File: config.mk
export PLATFORM = sky130hd
export DESIGN_NAME = div_unit
export DESIGN_NICKNAME = d
export VERILOG_FILES = /design/src/rtl/div_unit.sv
export SDC_FILE = /design/constraint.sdc
export NUM_CORES = 1
export LEC_CHECK = 0
export ABC_CLOCK_PERIOD_IN_PS = 7100
export BUFFER_PORTS_ARGS = -buffer_cell sky130_fd_sc_hd__buf_2
export CAP_MARGIN = 20
export CORE_MARGIN = 2
export CORE_UTILIZATION = 55
export CTS_CLUSTER_DIAMETER = 80
export CTS_CLUSTER_SIZE = 24
export DETAILED_ROUTE_END_ITERATION = 12
export PLACE_DENSITY = 0.85
export REMOVE_ABC_BUFFERS = 1
export SLEW_MARGIN = 40
export SYNTH_ARGS = -nofsm -noshare
export SYNTH_HDL_FRONTEND = slang
export SYNTH_SLANG_ARGS = --single-unit
File: constraint.sdc
create_clock -name Clk -period 7.1 [get_ports Clk]
set_input_delay 0.355 -clock Clk [delete_from_list [all_inputs] [get_ports Clk]]
set_output_delay 0.355 -clock Clk [all_outputs]
set_load 0.05 [all_outputs]
File: src/rtl/div_unit.sv
// rtl/div_unit.sv - sequential 32-bit signed restoring divider writing Hi/Lo
//
// Ports:
//   Clk        in   1  clock, rising edge
//   Reset      in   1  asynchronous active-low reset
//   DivA       in  32  dividend (signed)
//   DivB       in  32  divisor (signed)
//   DivControl in   1  start request, sampled only in IDLE
//   Hi         out 32  remainder of last successful division
//   Lo         out 32  quotient of last successful division
//   out        out  1  one-cycle done pulse
//   DivZero    out  1  divide-by-zero flag, valid while out=1
//   busy       out  1  high from start acceptance until the out cycle ends

module div_unit (
  input  logic        Clk,
  input  logic        Reset,
  input  logic [31:0] DivA,
  input  logic [31:0] DivB,
  input  logic        DivControl,
  output logic [31:0] Hi,
  output logic [31:0] Lo,
  output logic        out,
  output logic        DivZero,
  output logic        busy
);

  localparam logic [1:0] IDLE = 2'd0;
  localparam logic [1:0] CALC = 2'd1;
  localparam logic [1:0] FIX  = 2'd2;
  localparam logic [1:0] DONE = 2'd3;

  logic [1:0]  state;
  logic [31:0] q;
  logic [31:0] divisor;
  logic [32:0] r;
  logic [5:0]  cnt;
  logic        sq;
  logic        sr;

  logic [31:0] abs_a;
  logic [31:0] abs_b;
  logic [32:0] r_shift;
  logic [32:0] trial;

  // 0x80000000 maps to itself, which is the correct unsigned magnitude.
  assign abs_a = DivA[31] ? (~DivA + 32'd1) : DivA;
  assign abs_b = DivB[31] ? (~DivB + 32'd1) : DivB;

  // r stays below the divisor (at most 2^31), so the shifted value fits in
  // 32 bits and bit 32 of the trial difference is a clean sign bit.
  assign r_shift = {r[31:0], q[31]};
  assign trial   = r_shift - {1'b0, divisor};

  assign busy = (state != IDLE);

  always_ff @(posedge Clk or negedge Reset) begin
    if (!Reset) begin
      state   <= IDLE;
      q       <= 32'd0;
      divisor <= 32'd0;
      r       <= 33'd0;
      cnt     <= 6'd0;
      sq      <= 1'b0;
      sr      <= 1'b0;
      Hi      <= 32'd0;
      Lo      <= 32'd0;
      out     <= 1'b0;
      DivZero <= 1'b0;
    end else begin
      case (state)
        IDLE: begin
          if (DivControl) begin
            if (DivB == 32'd0) begin
              DivZero <= 1'b1;
              state   <= DONE;
            end else begin
              q       <= abs_a;
              divisor <= abs_b;
              sq      <= DivA[31] ^ DivB[31];
              sr      <= DivA[31];
              cnt     <= 6'd0;
              r       <= 33'd0;
              state   <= CALC;
            end
          end
        end
        CALC: begin
          if (!trial[32]) begin
            r <= trial;
            q <= {q[30:0], 1'b1};
          end else begin
            r <= r_shift;
            q <= {q[30:0], 1'b0};
          end
          cnt <= cnt + 6'd1;
          if (cnt == 6'd31) begin
            state <= FIX;
          end
        end
        FIX: begin
          Lo    <= sq ? (~q + 32'd1) : q;
          Hi    <= sr ? (~r[31:0] + 32'd1) : r[31:0];
          state <= DONE;
        end
        DONE: begin
          // out is registered: the first DONE cycle raises it, the second
          // clears it and leaves, so busy covers the whole out cycle.
          if (!out) begin
            out <= 1'b1;
          end else begin
            out     <= 1'b0;
            DivZero <= 1'b0;
            state   <= IDLE;
          end
        end
        default: state <= IDLE;
      endcase
    end
  end

endmodule

==> flow_metrics.py, run 1 <==
metrics = {
    "worst_setup_path": {
        "critical-path-slowest-cell": "or4_1",
        "cp.required_ps": 7440,
        "cp_num_buf_inv": 4,
        "slowest_delay_ps": 580,
        "critPathMostFrequentCell": "buf_4",
        "path_cells": "buf_2 -> or4_1 -> nor4_1 -> nand3_1 -> nor3_2 -> nor2b_2 -> nand2_2 -> buf_4 -> and2_2 -> buf_16 -> buf_4 -> o21ai_0 -> o211ai_1",
        "cp_max_fo": 69,
        "critPathLaunchType": "input port",
        "cp.arrival_ps": 4410,
        "crit_path_end_kind": "flip-flop",
        "critPathKind": "in -> reg",
        "path_delay_family": "simple AND/OR/NAND/NOR gates",
    },
    "logic_synthesis": {
        "synth-edff-count": 0,
        "synth_largest_area_cell": "dfrtp_1",
        "synth.most_common_cell": "dfrtp_1",
        "syn_area_per_cell_um2": 8.56,
        "syn_inst": 1327,
        "yosysTopAreaCellShare": 0.379,
        "synth_seq_area_share": 0.379,
        "syn_area_um2": 11400,
        "ys_ff_latch": 172,
        "netlist_top_cells_area": "dfrtp_1 38%, xor2_1 8.3%, a21oi_1 5.8%, o21ai_0 5.6%, ha_1 4.5%",
        "yosysWarnings": 0,
        "yosys-top-cells-count": "172 x dfrtp_1, 133 x nand2_1, 132 x a21oi_1, 130 x nor2_1, 128 x o21ai_0",
        "ys_types": 64,
        "ys_async_sr_fraction": 1.00,
        "ys.flop_type": "dfrtp_1",
    },
    "sta": {
        "period_share": 0.573,
        "clock.fmax_mhz": 246,
        "slew_headroom": 0.476,
        "worst_pin_slew_ps": 784,
        "setup_viol_count_final": 0,
        "rsz0062_at_grt": "no",
        "finClkSkew_ps": 10.1,
        "period_minus_slack_ps": 4070,
        "setup_ws_ps": 3030,
        "hold_violations": 0,
        "setup-tns-final_ps": 0,
        "slew_violations": 0,
    },
    "pwr": {
        "leakagePower_uw": 0.00582,
        "power_density_nw_per_um2": 303,
        "peakVddDrop_uv": 163,
    },
    "finish": {
        "finalNetCount": 1523,
        "num_antenna_cells": 0,
        "syn_to_final_growth_pct": 12.7,
        "drive_gt1_frac": 0.152,
        "nFillCells": 1693,
        "fin_util": 0.633,
        "instances_no_fill": 1696,
    },
    "route": {
        "vias": 9921,
        "wl_per_cell_um": 16.1,
        "drt_iter0_drc": 630,
        "viasPerCell": 5.85,
        "drcViolationCount": 0,
        "ant_nets": 0,
        "drtPass1Iterations": 5,
        "wirelength_mm": 27.3,
    },
    "grt": {
        "overflow": 0,
        "grt_pass1_vias": 9341,
        "grt_start_max_net_pins": 111,
        "track_usage": 0.250,
        "grt_use_met2": 0.423,
        "grtUsageMet1": 0.332,
        "grt_use_met3": 0.0352,
        "antenna_found_initial": 0,
        "grt-busiest-layer": "met2",
        "grt_first_pass_wirelength_mm": 44.8,
    },
    "die": {
        "fp-row-count": 52,
        "initial_core_util": 0.562,
        "fp.dieArea_um2": 21800,
        "coreArea_um2": 20200,
        "die_y_um": 148,
        "ios": 134,
        "die-width_um": 148,
    },
    "clocking": {
        "cts_buffers": 17,
        "ctsRootBufferMaster": "clkbuf_16",
        "cts_setup_buffers": 0,
        "cts_tree": "yes",
        "cts.path.max_buffers": 2,
        "clock_sinks": 172,
        "clock_latency_ps": 430,
        "post_cts_resized": 0,
        "clk_pin_slew_ps": 60,
        "cts_max_level": 4,
    },
    "placement": {
        "post-place-ws_ps": 2230,
        "place_inst": 1661,
        "portBuffers": 133,
        "dp_hpwl_mm": 19.3,
        "gp_congestion": 0.948,
    },
    "job": {
        "cap_violations": 0,
    },
    "min_path": {
        "min_path_type": "in -> reg",
    },
    "outcome": {
        "status": "completed",
    },
}
## cell families after synthesis
logic type	synth area share
AO/OA/AOI/OAI	0.213
XOR/XNOR	0.118
adder cells (fa/ha/maj)	0.0469
buffers and inverters	0.0436
flip-flops	0.379
multiplexers	0.0403
AND/OR/NAND/NOR	0.160
## final timing paths
check                                          end  slack (ps)                     from  cells past startpoint
setup reg to reg                 r[28]$_DFFE_PN0P_        3090   divisor[0]$_DFFE_PN0P_                     13
setup / recovery                 r[31]$_DFFE_PN0P_        3030                  DivB[7]                     13
min in group asynchronous   divisor[4]$_DFFE_PN0P_         390                    Reset                      2
hold / removal             divisor[28]$_DFFE_PN0P_         240                 DivB[28]                      3
hold reg to reg            divisor[19]$_DFFE_PN0P_         470  divisor[19]$_DFFE_PN0P_                      2
max in group asynchronous           sr$_DFFE_PN0P_        5440                    Reset                      4
## sequential cells by signal, indices dropped and copies added (netlist names)
signal	flops
DivZero	1
Hi	32
Lo	32
cnt	6
divisor	32
out	1
q	32
r	32
sq	1
sr	1
state	2
## report_power, final
part | total, µW | switching [µW] | internal, µW
combinational | 1630 | 918 | 711
clock | 917 | 376 | 541
sequential | 1340 | 235 | 1100
## per-stage QoR
| step | instance area [µm²] | power (µW) | hold slack (ps) |
|---|---|---|---|
| floorplan | 11100 | 2510 | 59.4 |
| global placement | 12100 | 2880 | 462 |
| detailed placement | 12100 | 2930 | 457 |
| CTS | 12700 | 3860 | 10.4 |
| global route | 12800 | 4110 | 256 |
| finish | 12800 | 3880 | 238 |
## cell type report
type	count	area, µm²	area share
clock buffers	23	478	0.0373
clock inverters	8	92.6	0.00723
well taps	270	338	0.0264
repair buffers	143	810	0.0632
flip-flops and latches	172	4310	0.336
inverters	50	188	0.0146
multi-input cells	1030	6600	0.515
## worst reg2reg max path, cell delays in order, from the launching register on
cell      delay (ps)
dfrtp_1          420
ha_1             230
fa_1             400
nand2b_1         180
a21oi_1          280
o21ba_2          220
o21ai_1          170
o311ai_0         500
nand2_1          120
a31o_2           280
xor2_4           120
buf_4            450
nand2b_1         350
o21ai_0          160
## metal layers
layer / vias to the layer above / share of wire
li1: 4855 / -
met3: 59 / 0.053
met1: 4660 / 0.44
met5: - / 0
met4: 0 / 0.024
met2: 347 / 0.48
## what timing repair did
item	4_1_cts	5_1_grt
endpoints found under the hold margin	0	34
setup endpoints to repair	0	0
hold buffers	0	1
## cells in the final DEF (no fill, tap or decap), types with 19 or more instances in the layout
master / instances
o21ai_0: 128
buf_2: 132
nor3_1: 19
xor2_1: 108
xnor2_1: 43
o31ai_1: 32
dfrtp_1: 170
mux2i_1: 30
o41ai_1: 20
nand2_1: 132
ha_1: 38
inv_1: 50
a21oi_1: 132
nor2_1: 130
(Power assumes the default switching activity.)
==> run 2, diff against run 1 <==
ABC_AREA = 1   (was not set)
ABC_CLOCK_PERIOD_IN_PS = 3700   (was 7100)
PLACE_DENSITY = 0.87   (was 0.85)
clock period = 3.7 ns   (was 7.1 ns; I/O delays follow)
==> flow_metrics.py, run 2 <==
metrics = {
    "worst_setup_path": {
        "ff2ff_path_depth": 9,
        "rr_endpoint": "r[26]$_DFFE_PN0P_",
        "path_delay_family": "buffers and inverters",
        "slowest_delay_ps": 680,
        "crit_path_end_kind": "flip-flop",
        "cp_num_buf_inv": 4,
        "r2r_start": "state[0]$_DFFE_PN0P_",
        "cp_max_fo": 46,
        "path_cells": "inv_1 -> ha_1 -> inv_1 -> nand2_1 -> nand2_4 -> clkinv_2 -> buf_4 -> nand2_1 -> nand2_1",
        "cp.required_ps": 4030,
        "critical-path-slowest-cell": "clkinv_2",
        "cp.arrival_ps": 3170,
        "critPathKind": "reg -> reg",
        "critPathMostFrequentCell": "nand2_1",
        "rrSetupSlack_ps": 860,
        "critPathLaunchType": "flip-flop",
    },
    "sta": {
        "setup-tns-final_ps": 0,
        "setup_viol_count_final": 0,
        "clock.fmax_mhz": 352,
        "slew_violations": 0,
        "period_minus_slack_ps": 2840,
        "rsz0062_at_grt": "no",
        "worst_pin_slew_ps": 756,
        "slew_headroom": 0.496,
        "hold_ws_ps": 57.3,
        "finClkSkew_ps": 12.2,
        "hold_violations": 0,
        "period_share": 0.767,
    },
    "route": {
        "drtPass1Iterations": 6,
        "wl_per_cell_um": 16.2,
        "wirelength_mm": 40.7,
        "viasPerCell": 5.57,
        "drcViolationCount": 0,
        "drt_iter0_drc": 1492,
        "ant_nets": 0,
        "vias": 14000,
    },
    "die": {
        "coreArea_um2": 23500,
        "die-width_um": 159,
        "fp.dieArea_um2": 25400,
        "fp-row-count": 56,
        "initial_core_util": 0.563,
        "ios": 134,
        "die_y_um": 159,
    },
    "pwr": {
        "peakVddDrop_uv": 619,
        "leakagePower_uw": 0.00796,
        "power_density_nw_per_um2": 1060,
    },
    "clocking": {
        "cts_buffers": 17,
        "cts_tree": "yes",
        "clock_latency_ps": 440,
        "post_cts_resized": 0,
        "cts.path.max_buffers": 2,
        "cts_max_level": 4,
        "ctsRootBufferMaster": "clkbuf_16",
        "clk_pin_slew_ps": 70,
        "clock_sinks": 172,
    },
    "placement": {
        "place_area_um2": 14100,
        "gp_congestion": 1.02,
        "place_inst": 2479,
        "portBuffers": 133,
        "dp_hpwl_mm": 31.7,
    },
    "logic_synthesis": {
        "synth_largest_area_cell": "dfrtp_1",
        "synth_seq_area_share": 0.325,
        "netlist_top_cells_area": "dfrtp_1 32%, nand2_1 20%, inv_1 8.1%, nand3_1 7.6%, nor2_1 5.8%",
        "yosysWarnings": 0,
        "synth.most_common_cell": "nand2_1",
        "ys_ff_latch": 172,
        "synth-edff-count": 0,
        "yosysTopAreaCellShare": 0.325,
        "ys.flop_type": "dfrtp_1",
        "ys_async_sr_fraction": 1.00,
        "syn_area_um2": 13300,
        "ys_types": 44,
        "syn_inst": 2075,
        "yosys-top-cells-count": "689 x nand2_1, 287 x inv_1, 206 x nor2_1, 201 x nand3_1, 172 x dfrtp_1",
        "syn_area_per_cell_um2": 6.39,
    },
    "finish": {
        "fin_util": 0.624,
        "instances_no_fill": 2511,
        "layout_commonest_cell": "nand2_1",
        "syn_to_final_growth_pct": 10.8,
        "nFillCells": 2236,
        "drive_gt1_frac": 0.0953,
        "finalNetCount": 2289,
        "num_antenna_cells": 0,
        "post-route-cell-area_um2": 14700,
        "layout_common_cells": "689 x nand2_1, 286 x inv_1, 206 x nor2_1",
    },
    "grt": {
        "track_usage": 0.323,
        "grt_first_pass_wirelength_mm": 66.2,
        "grt_pass1_vias": 12900,
        "antenna_found_initial": 0,
        "overflow": 0,
        "grt_start_max_net_pins": 86,
    },
    "outcome": {
        "status": "completed",
    },
    "min_path": {
        "min_path_type": "in -> reg",
        "hold_path.startpoint": "DivA[0]",
        "whs_path_depth": 3,
        "worstHoldEndpoint": "q[0]$_DFFE_PN0P_",
    },
    "job": {
        "cap_violations": 0,
    },
}
[run 2: cell types whose count changed in the layout (fill, tap and decap cells not counted), moves of 16 or more]
cell | previous run | this run
or3_1 | 16 | 0
nand4_1 | 3 | 31
mux2i_1 | 30 | 0
o41ai_1 | 20 | 1
nand2b_1 | 18 | 0
a21oi_1 | 132 | 51
nor2_1 | 130 | 206
xnor2_1 | 43 | 22
a31oi_1 | 3 | 21
nand3_1 | 12 | 201
inv_1 | 50 | 286
xor2_1 | 108 | 64
o31ai_1 | 32 | 2
nand2_1 | 132 | 689
[run 2: power by group]
| part | internal [µW] | switching (µW) | leakage [µW] |
|---|---|---|---|
| registers | 2750 | 858 | 0.00214 |
| logic | 3020 | 7240 | 0.00556 |
| clock network | 903 | 829 | 0.000261 |
| total | 6670 | 8930 | 0.00796 |
[run 2: what timing repair did]
item                                   4_1_cts  5_1_grt
buffers inserted                             0        0
endpoints found under the hold margin       83        0
hold buffers                                 1        0
[run 2: through the flow]
step	setup slack (ps)	power, µW
2_1_floorplan	876	10700
3_3_place_gp	1040	13400
3_5_place_dp	925	13600
4_1_cts	905	15400
5_1_grt	692	16900
6_report	861	15600
[run 2: cells by family (layout without fill, tap and decap cells)]
family,Yosys count,in the layout,synth area share
AOI/OAI and AO/OA,244,244,0.103
xor gates and xnor gates,86,86,0.0568
adders and majority gates,42,42,0.0402
buffers and inverters,351,468,0.106
DFF,172,172,0.325
and+or+nand+nor,1180,1180,0.369
[run 2: worst max path at each step]
stage	cells past startpoint	slack (ps)	end	start
after global routing	9	690	r[17]$_DFFE_PN0P_	state[0]$_DFFE_PN0P_
final	9	860	r[26]$_DFFE_PN0P_	state[0]$_DFFE_PN0P_
after global placement	13	1040	r[31]$_DFFE_PN0P_	r[21]$_DFFE_PN0P_
after detailed placement	14	920	r[25]$_DFFE_PN0P_	DivB[0]
after CTS	9	910	r[25]$_DFFE_PN0P_	state[0]$_DFFE_PN0P_
after floorplan	8	880	r[31]$_DFFE_PN0P_	state[1]$_DFFE_PN0P_
[run 2: layer usage]
metal	GRT usage	wire length [µm]
met5	0	0
met4	0.0831	833
met3	0.0573	4040
met2	0.488	17600
met1	0.478	18200
[run 2: worst register-to-register path: stages, from the launching register on]
cell and delay [ps]:
dfrtp_1 390, inv_1 90, ha_1 290, inv_1 180, nand2_1 110, nand2_4 360
clkinv_2 690, buf_4 480, nand2_1 80, nand2_1 50
[run 2: final cells by class]
type / count / area (µm²) / share of cell area
inverters: 289 / 1090 / 0.0739
flip-flops and latches: 172 / 4300 / 0.293
clock buffers: 20 / 457 / 0.0311
multi-input cells: 1552 / 7550 / 0.514
repair buffers: 148 / 802 / 0.0546
well taps: 319 / 399 / 0.0272
clock inverters: 11 / 87.6 / 0.00596
==> run 3, diff against run 2 <==
ABC_CLOCK_PERIOD_IN_PS = 2600   (was 3700)
clock period = 2.6 ns   (was 3.7 ns; I/O delays follow)
==> flow_metrics.py, run 3 (same netlist as run 2, synthesis figures left out) <==
metrics = {
    "outcome": {
        "status": "completed",
    },
    "worst_setup_path": {
        "ff2ff_path_depth": 14,
        "rrSetupSlack_ps": 80,
        "rr_endpoint": "r[14]$_DFFE_PN0P_",
        "cp.arrival_ps": 2840,
        "critPathLaunchType": "flip-flop",
        "crit_path_end_kind": "flip-flop",
        "cp.required_ps": 2920,
        "r2r_start": "r[18]$_DFFE_PN0P_",
        "cp_max_fo": 26,
        "critPathKind": "reg -> reg",
    },
    "clocking": {
        "cts_setup_buffers": 0,
        "cts_buffers": 17,
        "cts_max_level": 4,
        "clock_sinks": 172,
        "cts.path.max_buffers": 2,
        "clock_latency_ps": 440,
        "ctsRootBufferMaster": "clkbuf_16",
        "clk_pin_slew_ps": 70,
        "cts_tree": "yes",
    },
    "pwr": {
        "power_density_nw_per_um2": 1530,
        "seqPwrFrac": 0.221,
        "p_sw_frac": 0.561,
        "leakagePower_uw": 0.00813,
        "p_sw_uw": 12800,
        "p_int_uw": 10100,
        "peakVddDrop_uv": 910,
        "comb_power_share": 0.663,
        "clkPwrFrac": 0.116,
    },
    "die": {
        "die_y_um": 159,
        "ios": 134,
        "fp-row-count": 56,
        "initial_core_util": 0.563,
        "fp.dieArea_um2": 25400,
        "die-width_um": 159,
        "coreArea_um2": 23500,
    },
    "route": {
        "wirelength_mm": 40.6,
        "wl_per_cell_um": 16.0,
        "ant_nets": 0,
        "drt_iter0_drc": 1426,
        "vias": 14100,
        "viasPerCell": 5.56,
        "drcViolationCount": 0,
        "drtPass1Iterations": 7,
    },
    "min_path": {
        "worstHoldEndpoint": "divisor[8]$_DFFE_PN0P_",
        "whs_path_depth": 3,
        "min_path_type": "in -> reg",
        "hold_path.startpoint": "DivB[8]",
    },
    "placement": {
        "post-place-ws_ps": 124,
        "gp_congestion": 0.988,
        "dp_hpwl_mm": 31.7,
        "portBuffers": 133,
    },
    "sta": {
        "hold_violations": 0,
        "slew_headroom": 0.438,
        "setup_viol_count_final": 0,
        "slew_violations": 0,
        "period_share": 0.970,
        "worst_pin_slew_ps": 841,
        "period_minus_slack_ps": 2520,
        "setup-tns-final_ps": 0,
        "clock.fmax_mhz": 396,
        "finClkSkew_ps": 14.7,
        "setup_ws_ps": 77.2,
    },
    "finish": {
        "layout_commonest_cell": "nand2_1",
        "finalNetCount": 2313,
        "drive_gt1_frac": 0.107,
        "layout_common_cells": "687 x nand2_1, 286 x inv_1, 206 x nor2_1",
        "syn_to_final_growth_pct": 13.3,
        "num_antenna_cells": 0,
    },
    "grt": {
        "grt_first_pass_wirelength_mm": 65.0,
        "antenna_found_initial": 0,
        "grt_start_max_net_pins": 66,
        "overflow": 0,
        "track_usage": 0.315,
        "grt_pass1_vias": 12800,
    },
    "job": {
        "cap_violations": 0,
    },
}
run 3: power groups by stage:
stage	Combinational, µW	Sequential, µW	Clock (µW)
2_1_floorplan	8910	6380	0
3_3_place_gp	14300	4960	0
3_5_place_dp	14600	5010	0
4_1_cts	14700	4980	2660
5_1_grt	16700	5150	2780
6_report	15200	5050	2660
run 3: per-layer routing:
| layer | global-route usage | vias up | part of all wire |
|---|---|---|---|
| li1 | - | 6824 | - |
| met1 | 0.465 | 6449 | 0.45 |
| met2 | 0.475 | 747 | 0.43 |
| met3 | 0.0539 | 80 | 0.10 |
| met4 | 0.0913 | 0 | 0.023 |
| met5 | 0 | - | 0 |
run 3: worst max-delay path by stage:
stage | startpoint | depth (start not counted) | endpoint
global placement | q[31]$_DFFE_PN0P_ | 16 | r[6]$_DFFE_PN0P_
floorplan | state[1]$_DFFE_PN0P_ | 8 | r[31]$_DFFE_PN0P_
CTS | q[31]$_DFFE_PN0P_ | 16 | r[19]$_DFFE_PN0P_
global route | r[21]$_DFFE_PN0P_ | 14 | r[14]$_DFFE_PN0P_
finish | r[18]$_DFFE_PN0P_ | 14 | r[14]$_DFFE_PN0P_
detailed placement | q[31]$_DFFE_PN0P_ | 16 | r[16]$_DFFE_PN0P_
run 3: final cells by class:
cell class / count / area [µm²]
multi-input combinational: 1553 / 7590
sequential: 172 / 4300
tap: 319 / 399
clock inverter: 11 / 133
clock buffer: 21 / 460
timing repair buffer: 171 / 1040
fill: 2197 / 8530
inverter: 289 / 1090
run 3: what timing repair did:
item,CTS,global route
resized for setup,0,9
setup endpoints to repair,0,32
endpoints found under the hold margin,48,0
hold buffers,1,0
run 3: worst max-delay path, cell delays in order (launching register included):
cell	delay (ps)
dfrtp_1	480
ha_1	380
nand2_1	150
inv_1	50
nand2_1	60
nand2_1	70
nand2_1	60
nand2_1	80
a21oi_2	290
nand2_2	130
nand2_4	140
buf_12	180
nand3_1	120
nand3_1	120
nand2_1	80
run 3: metrics by stage:
| step | hold WS [ps] | util | instances | cell area [µm²] | power (µW) |
|---|---|---|---|---|---|
| after floorplan | -166 | - | 2013 | 12900 | 15300 |
| after global placement | 104 | 0.609 | 2501 | 14300 | 19300 |
| after detailed placement | 109 | 0.609 | 2501 | 14300 | 19600 |
| after CTS | 24.2 | 0.635 | 2534 | 14900 | 22400 |
| after global routing | 48.8 | 0.638 | 2536 | 15000 | 24700 |
| final | 29.0 | 0.638 | 2536 | 15000 | 22900 |
